**src/rtl/midi_voice_alloc_if.sv**
```systemverilog
// Channel-message bus from midi_in plus the per-voice outputs of midi_voice_alloc.
// The master side drives the message strobe; the slave side (the allocator) drives the voice table.
interface midi_voice_alloc_if #(
  parameter int VOICES = 4
);
  logic [3:0]          ch_message;
  logic [3:0]          chan;
  logic [6:0]          note;
  logic [6:0]          velocity;
  logic [6:0]          lsb;
  logic [6:0]          msb;
  logic [VOICES-1:0]   gate;
  logic [7*VOICES-1:0] voice_note;
  logic [7*VOICES-1:0] voice_vel;
  logic [VOICES-1:0]   retrig;

  modport master (
    output ch_message, chan, note, velocity, lsb, msb,
    input  gate, voice_note, voice_vel, retrig
  );

  modport slave (
    input  ch_message, chan, note, velocity, lsb, msb,
    output gate, voice_note, voice_vel, retrig
  );
endinterface

```
**src/rtl/midi_voice_alloc.sv**
```systemverilog
// Polyphonic voice allocator: note reuse, else oldest free voice, else steal the oldest voice.
// Optional sustain pedal (CC64) with per-voice held bits when SUSTAIN_PEDAL_EN is defined.
module midi_voice_alloc #(
  parameter int VOICES  = 4,
  parameter int CHANNEL = 0
) (
  input  logic               clk,
  input  logic               rst_n,
  midi_voice_alloc_if.slave  bus
);

  localparam int RW = (VOICES > 1) ? $clog2(VOICES) : 1;

  localparam logic [3:0] MSG_NOTE_OFF = 4'b1000;
  localparam logic [3:0] MSG_NOTE_ON  = 4'b1001;
  localparam logic [3:0] MSG_CC       = 4'b1011;
  localparam logic [3:0] MSG_NONE     = 4'b0000;
  localparam logic [6:0] CC_ALL_OFF   = 7'd123;
  localparam logic [3:0] CHAN_SEL     = 4'(CHANNEL);

  logic [VOICES-1:0] gate_r;
  logic [VOICES-1:0] gate_s;
  logic [VOICES-1:0] retrig_r;
  logic [VOICES-1:0] retrig_s;
  logic [6:0]        note_r [VOICES];
  logic [6:0]        note_s [VOICES];
  logic [6:0]        vel_r  [VOICES];
  logic [6:0]        vel_s  [VOICES];
  logic [RW-1:0]     rank_r [VOICES];
  logic [RW-1:0]     rank_s [VOICES];

`ifdef SUSTAIN_PEDAL_EN
  localparam logic [6:0] CC_SUSTAIN = 7'd64;
  logic [VOICES-1:0] held_r;
  logic [VOICES-1:0] held_s;
  logic              sustain_r;
  logic              sustain_s;
`endif

  logic              accept_s;
  logic              note_on_s;
  logic              note_off_s;
  logic              cc_s;
  logic [VOICES-1:0] match_s;
  logic              reuse_found_s;
  logic [RW-1:0]     reuse_idx_s;
  logic              free_found_s;
  logic [RW-1:0]     free_idx_s;
  logic [RW-1:0]     free_rank_s;
  logic [RW-1:0]     steal_idx_s;
  logic [RW-1:0]     pick_s;

  // Message decode: only strobes on our channel count; velocity 0 note-on acts as note-off.
  always_comb begin
    accept_s   = (bus.ch_message != MSG_NONE) && (bus.chan == CHAN_SEL);
    note_on_s  = accept_s && (bus.ch_message == MSG_NOTE_ON) && (bus.velocity != 7'd0);
    note_off_s = accept_s && ((bus.ch_message == MSG_NOTE_OFF) ||
                              ((bus.ch_message == MSG_NOTE_ON) && (bus.velocity == 7'd0)));
    cc_s       = accept_s && (bus.ch_message == MSG_CC);
  end

  // Voice selection; held voices keep gate=1 so they count as busy without extra logic.
  always_comb begin
    match_s       = '0;
    reuse_found_s = 1'b0;
    reuse_idx_s   = '0;
    free_found_s  = 1'b0;
    free_idx_s    = '0;
    free_rank_s   = '0;
    steal_idx_s   = '0;
    // Descending scan so the lowest matching index is the one left standing.
    for (int i = VOICES - 1; i >= 0; i--) begin
      match_s[i] = gate_r[i] && (note_r[i] == bus.note);
      if (match_s[i]) begin
        reuse_found_s = 1'b1;
        reuse_idx_s   = RW'(i);
      end else begin
        reuse_found_s = reuse_found_s;
      end
    end
    for (int i = 0; i < VOICES; i++) begin
      if (!gate_r[i] && (!free_found_s || (rank_r[i] > free_rank_s))) begin
        free_found_s = 1'b1;
        free_idx_s   = RW'(i);
        free_rank_s  = rank_r[i];
      end else begin
        free_found_s = free_found_s;
      end
      if (rank_r[i] == RW'(VOICES - 1)) begin
        steal_idx_s = RW'(i);
      end else begin
        steal_idx_s = steal_idx_s;
      end
    end
    if (reuse_found_s) begin
      pick_s = reuse_idx_s;
    end else if (free_found_s) begin
      pick_s = free_idx_s;
    end else begin
      pick_s = steal_idx_s;
    end
  end

  // Next state of the voice table for the current message.
  always_comb begin
    gate_s   = gate_r;
    note_s   = note_r;
    vel_s    = vel_r;
    rank_s   = rank_r;
    retrig_s = '0;
`ifdef SUSTAIN_PEDAL_EN
    held_s    = held_r;
    sustain_s = sustain_r;
`endif
    if (note_on_s) begin
      // Everything newer than the chosen voice ages by one; the chosen voice becomes newest.
      for (int i = 0; i < VOICES; i++) begin
        if (rank_r[i] < rank_r[pick_s]) begin
          rank_s[i] = rank_r[i] + RW'(1);
        end else begin
          rank_s[i] = rank_r[i];
        end
      end
      rank_s[pick_s]   = '0;
      gate_s[pick_s]   = 1'b1;
      note_s[pick_s]   = bus.note;
      vel_s[pick_s]    = bus.velocity;
      retrig_s[pick_s] = 1'b1;
`ifdef SUSTAIN_PEDAL_EN
      held_s[pick_s]   = 1'b0;
`endif
    end else if (note_off_s) begin
`ifdef SUSTAIN_PEDAL_EN
      if (sustain_r) begin
        held_s = held_r | match_s;
      end else begin
        gate_s = gate_r & ~match_s;
      end
`else
      gate_s = gate_r & ~match_s;
`endif
    end else if (cc_s && (bus.lsb == CC_ALL_OFF)) begin
      gate_s = '0;
`ifdef SUSTAIN_PEDAL_EN
      held_s = '0;
`endif
`ifdef SUSTAIN_PEDAL_EN
    end else if (cc_s && (bus.lsb == CC_SUSTAIN)) begin
      sustain_s = bus.msb[6];
      if (!bus.msb[6]) begin
        gate_s = gate_r & ~held_r;
        held_s = '0;
      end else begin
        held_s = held_r;
      end
`endif
    end else begin
      gate_s = gate_r;
    end
  end

  // Voice table registers; reset ranks make voice 0 the oldest, so it is allocated first.
  always_ff @(posedge clk) begin
    if (!rst_n) begin
      gate_r   <= '0;
      retrig_r <= '0;
      for (int i = 0; i < VOICES; i++) begin
        note_r[i] <= 7'd0;
        vel_r[i]  <= 7'd0;
        rank_r[i] <= RW'(VOICES - 1 - i);
      end
`ifdef SUSTAIN_PEDAL_EN
      held_r    <= '0;
      sustain_r <= 1'b0;
`endif
    end else begin
      gate_r   <= gate_s;
      retrig_r <= retrig_s;
      for (int i = 0; i < VOICES; i++) begin
        note_r[i] <= note_s[i];
        vel_r[i]  <= vel_s[i];
        rank_r[i] <= rank_s[i];
      end
`ifdef SUSTAIN_PEDAL_EN
      held_r    <= held_s;
      sustain_r <= sustain_s;
`endif
    end
  end

  assign bus.gate   = gate_r;
  assign bus.retrig = retrig_r;

  for (genvar g = 0; g < VOICES; g++) begin : g_pack
    assign bus.voice_note[7*g +: 7] = note_r[g];
    assign bus.voice_vel[7*g +: 7]  = vel_r[g];
  end

endmodule

```
**src/flat_wrapper.sv**
```systemverilog
// flat-port wrapper written by rule: the top's interface ports become plain ports
module midi_voice_alloc_flat 
#(
  parameter int VOICES  = 4,
  parameter int CHANNEL = 0
)
  (clk, rst_n, bus_ch_message, bus_chan, bus_note, bus_velocity, bus_lsb, bus_msb, bus_gate, bus_voice_note, bus_voice_vel, bus_retrig);
  midi_voice_alloc_if #(.VOICES(VOICES)) bus_i ();
  input  logic clk;
  input  logic rst_n;
  input wire logic [$bits(bus_i.ch_message)-1:0] bus_ch_message;
  input wire logic [$bits(bus_i.chan)-1:0] bus_chan;
  input wire logic [$bits(bus_i.note)-1:0] bus_note;
  input wire logic [$bits(bus_i.velocity)-1:0] bus_velocity;
  input wire logic [$bits(bus_i.lsb)-1:0] bus_lsb;
  input wire logic [$bits(bus_i.msb)-1:0] bus_msb;
  output wire logic [$bits(bus_i.gate)-1:0] bus_gate;
  output wire logic [$bits(bus_i.voice_note)-1:0] bus_voice_note;
  output wire logic [$bits(bus_i.voice_vel)-1:0] bus_voice_vel;
  output wire logic [$bits(bus_i.retrig)-1:0] bus_retrig;
  assign bus_i.ch_message = bus_ch_message;
  assign bus_i.chan = bus_chan;
  assign bus_i.note = bus_note;
  assign bus_i.velocity = bus_velocity;
  assign bus_i.lsb = bus_lsb;
  assign bus_i.msb = bus_msb;
  assign bus_gate = bus_i.gate;
  assign bus_voice_note = bus_i.voice_note;
  assign bus_voice_vel = bus_i.voice_vel;
  assign bus_retrig = bus_i.retrig;
  midi_voice_alloc #(.VOICES(VOICES), .CHANNEL(CHANNEL)) u_core (.clk(clk), .rst_n(rst_n), .bus(bus_i));
endmodule
```
**config.mk**
```make
export PLATFORM = sky130hd
export DESIGN_NAME = midi_voice_alloc_flat
export DESIGN_NICKNAME = d
export VERILOG_FILES = /design/src/rtl/midi_voice_alloc_if.sv /design/src/rtl/midi_voice_alloc.sv /design/src/flat_wrapper.sv
export SDC_FILE = /design/constraint.sdc
export NUM_CORES = 1
export LEC_CHECK = 0
export ABC_AREA = 1
export CORE_AREA = 2 2 112 114
export CTS_BUF_LIST = sky130_fd_sc_hd__clkbuf_8
export CTS_CLUSTER_SIZE = 16
export DETAILED_ROUTE_END_ITERATION = 6
export DIE_AREA = 0 0 114 116
export PLACE_DENSITY = 0.67
export SLEW_MARGIN = 10
export SYNTH_ARGS = -nofsm -noshare
export SYNTH_HDL_FRONTEND = slang
export SYNTH_SLANG_ARGS = --single-unit
```
**constraint.sdc**
```tcl
create_clock -name clk -period 5.47 [get_ports clk]
set_clock_uncertainty 0.15 [all_clocks]
set_input_delay 1.641 -clock clk [delete_from_list [all_inputs] [get_ports clk]]
set_output_delay 1.641 -clock clk [all_outputs]
set_load 0.005 [all_outputs]
```
==> metrics.yaml <==
outcome: "complete, no violations"
start_kind: "flip-flop"
drive_gt1_frac: 0.161
drtAntennaViolNets: 0
final_cells: 749
antenna_cells: 0
fin_util: 0.434
ys.flop_type: "dfxtp_1"
drt_iter0_drc: 181
die_area_sq_mm: 0.0132
post_drt_wl_per_cell_um: 14.7
wl_um: 11000
place_inst: 732
clockBufferDepth: 2
overflow: 0
port_buffers: 94
critPathCaptureType: "flip-flop"
critPathArrivalTime_ns: 5.15
max_stage_delay_ns: 0.48
num_io_pins: 102
layout_common_cells: "105 x nand2_1, 94 x clkdlybuf4s50_1, 71 x dfxtp_1"
ff_latch_area_sq_mm: 0.00144
layout_commonest_cell: "nand2_1"
grt.total_usage: 0.175
vdd_drop_max_mv: 0.0994
fill_cells: 1210
reg2reg_depth: 35
grt_pass1_vias: 3731
netlist_area_sq_mm: 0.00397
slowest_stage: "or4_1"
yosys_register_bits: 72
post-dp-hpwl_um: 8220
final_cell_area_sq_mm: 0.00517
dpl_cell_area_sq_mm: 0.00495
multi_input_comb_area_sq_mm: 0.00211
htree_num_levels: 3
cts_root_buf: "clkbuf_8"
synthArstFlopShare: 0
path_clk_slew_ns: 0.08
cts_made_buffers: 9
hold_ws_ns: 0.317
antenna_found_initial: 0
tightest_slew_ns: 0.692
holdPathEnd: "u_core.bus.voice_vel[20]"
hold_path_class: "reg2reg"
timing.fmax_mhz: 198
cp_top_family: "compound AO/OA/AOI/OAI gates"
die_h_um: 116
core-area_sq_mm: 0.0119
powerDensity_mw_per_mm2: 202
rr_startpoint: "u_core.rank_r[6]"
place_congestion: 0.884
post-route-period-util: 0.925
slew_headroom: 0.537
synth-edff-count: 0
maxCapViolCount: 0
path_common_cell: "nand2_1"
drcViolationCount: 0
nNetsFinal: 649
hold_viol_final: 0
via_per_inst: 4.91
start_util: 0.333
die_w_um: 114
syn_inst: 510
grt_first_pass_wirelength_um: 18100
syn-mean-instance-area_sq_um: 7.78
ys_warn_count: 0
period_minus_slack_ns: 5.06
r2r_end: "u_core.rank_r[2]"
yosysSeqAreaShare: 0.363
syn_nets: 561
maxSlewViolCount: 0
synthToLayoutAreaGrowth_pct: 30.4
hp-start: "u_core.bus.voice_vel[20]"
path_class: "reg2reg"
reg2reg_slack_ns: 0.41
cts_tree: "done"
ys_types: 44
path_max_fanout: 5
drt-pass1-iter-count: 4
rows: 40
cp.required_ns: 5.56
clock_sinks: 72
power_uw: 1050
critPathBufInv: 5
grt_max_degree: 43
vias: 3677
p_leak_uw: 0.00204
insertion_delay_ns: 0.36
hold_path_depth: 2
ctsHoldBuffers: 0
final-setup-viol-count: 0
## tightest hold or removal path: stages (launching register included)
cell and delay (ns):
dfxtp_1 0.32, nand2_1 0.06, a21oi_1 0.05
## per-layer routing
layer  part of all wire  track usage
met1               0.45        0.218
met2               0.47        0.288
met3              0.058       0.0377
met4              0.026       0.0854
met5                  0            0
## cells in the mapped netlist, drive strengths merged, types with 2 or more instances
cell type / n / area [sq um]
a21oi: 37 / 230
a221oi: 2 / 23.8
a31oi: 2 / 12.5
buf: 20 / 169
clkbuf: 4 / 15.0
dfxtp: 72 / 1440
ha: 13 / 163
inv: 65 / 251
nand2: 119 / 509
nand3: 54 / 305
nand4: 5 / 31.3
nor2: 31 / 179
nor4: 3 / 18.8
o21ai: 45 / 267
o22ai: 9 / 100
xnor2: 15 / 131
xor2: 4 / 35.0
## stage by stage
step	setup TNS, ns	worst slack (ns)
after global placement	0	0.321
after CTS	0	0.169
after floorplan	0	0.553
after detailed placement	0	0.229
after global routing	-0.0801	-0.0505
final	0	0.409
## layout make-up
type / instances / share of cell area
flip-flops and latches: 72 / 0.279
multi-input cells: 348 / 0.407
clock buffers: 9 / 0.0239
inverters: 66 / 0.0493
clock inverters: 6 / 0.0135
well taps: 147 / 0.0355
repair buffers: 101 / 0.192
## timing repair
item                       4_1_cts  5_1_grt
setup buffers                    0        2
resized for setup                0        8
setup endpoints to repair        0        8
## worst max-delay path by stage
stage	startpoint	endpoint	slack (ns)	cells past startpoint
floorplan	u_core.bus.gate[0]	u_core.rank_r[2]	0.55	34
global placement	u_core.rank_r[7]	u_core.rank_r[2]	0.32	34
detailed placement	u_core.rank_r[7]	u_core.rank_r[2]	0.23	34
CTS	u_core.rank_r[7]	u_core.rank_r[2]	0.17	34
global route	u_core.bus.gate[0]	u_core.rank_r[2]	-0.05	37
finish	u_core.rank_r[6]	u_core.rank_r[2]	0.41	35
## flip-flops by register name, indices dropped and copies added, names as in the netlist
| register | cells |
|---|---|
| u_core.bus.gate | 4 |
| u_core.bus.retrig | 4 |
| u_core.bus.voice_note | 28 |
| u_core.bus.voice_vel | 28 |
| u_core.rank_r | 8 |
## report_power, final
| group | switching (uW) | total, uW | internal (uW) |
|---|---|---|---|
| Combinational | 50.3 | 88.0 | 37.7 |
| Clock | 223 | 434 | 211 |
| Sequential | 0.562 | 525 | 524 |
| Total | 274 | 1050 | 773 |
## cells by family (layout without fill, tap and decap cells)
kind of cell / Yosys count / count (layout) / share of synthesized area
fa+ha+maj: 13 / 13 / 0.0410
flops: 72 / 72 / 0.363
buf+inv: 90 / 182 / 0.111
xor+xnor: 19 / 19 / 0.0419
simple gates: 217 / 217 / 0.273
compound gates: 99 / 99 / 0.171
Power figures use the tool's default switching activity.
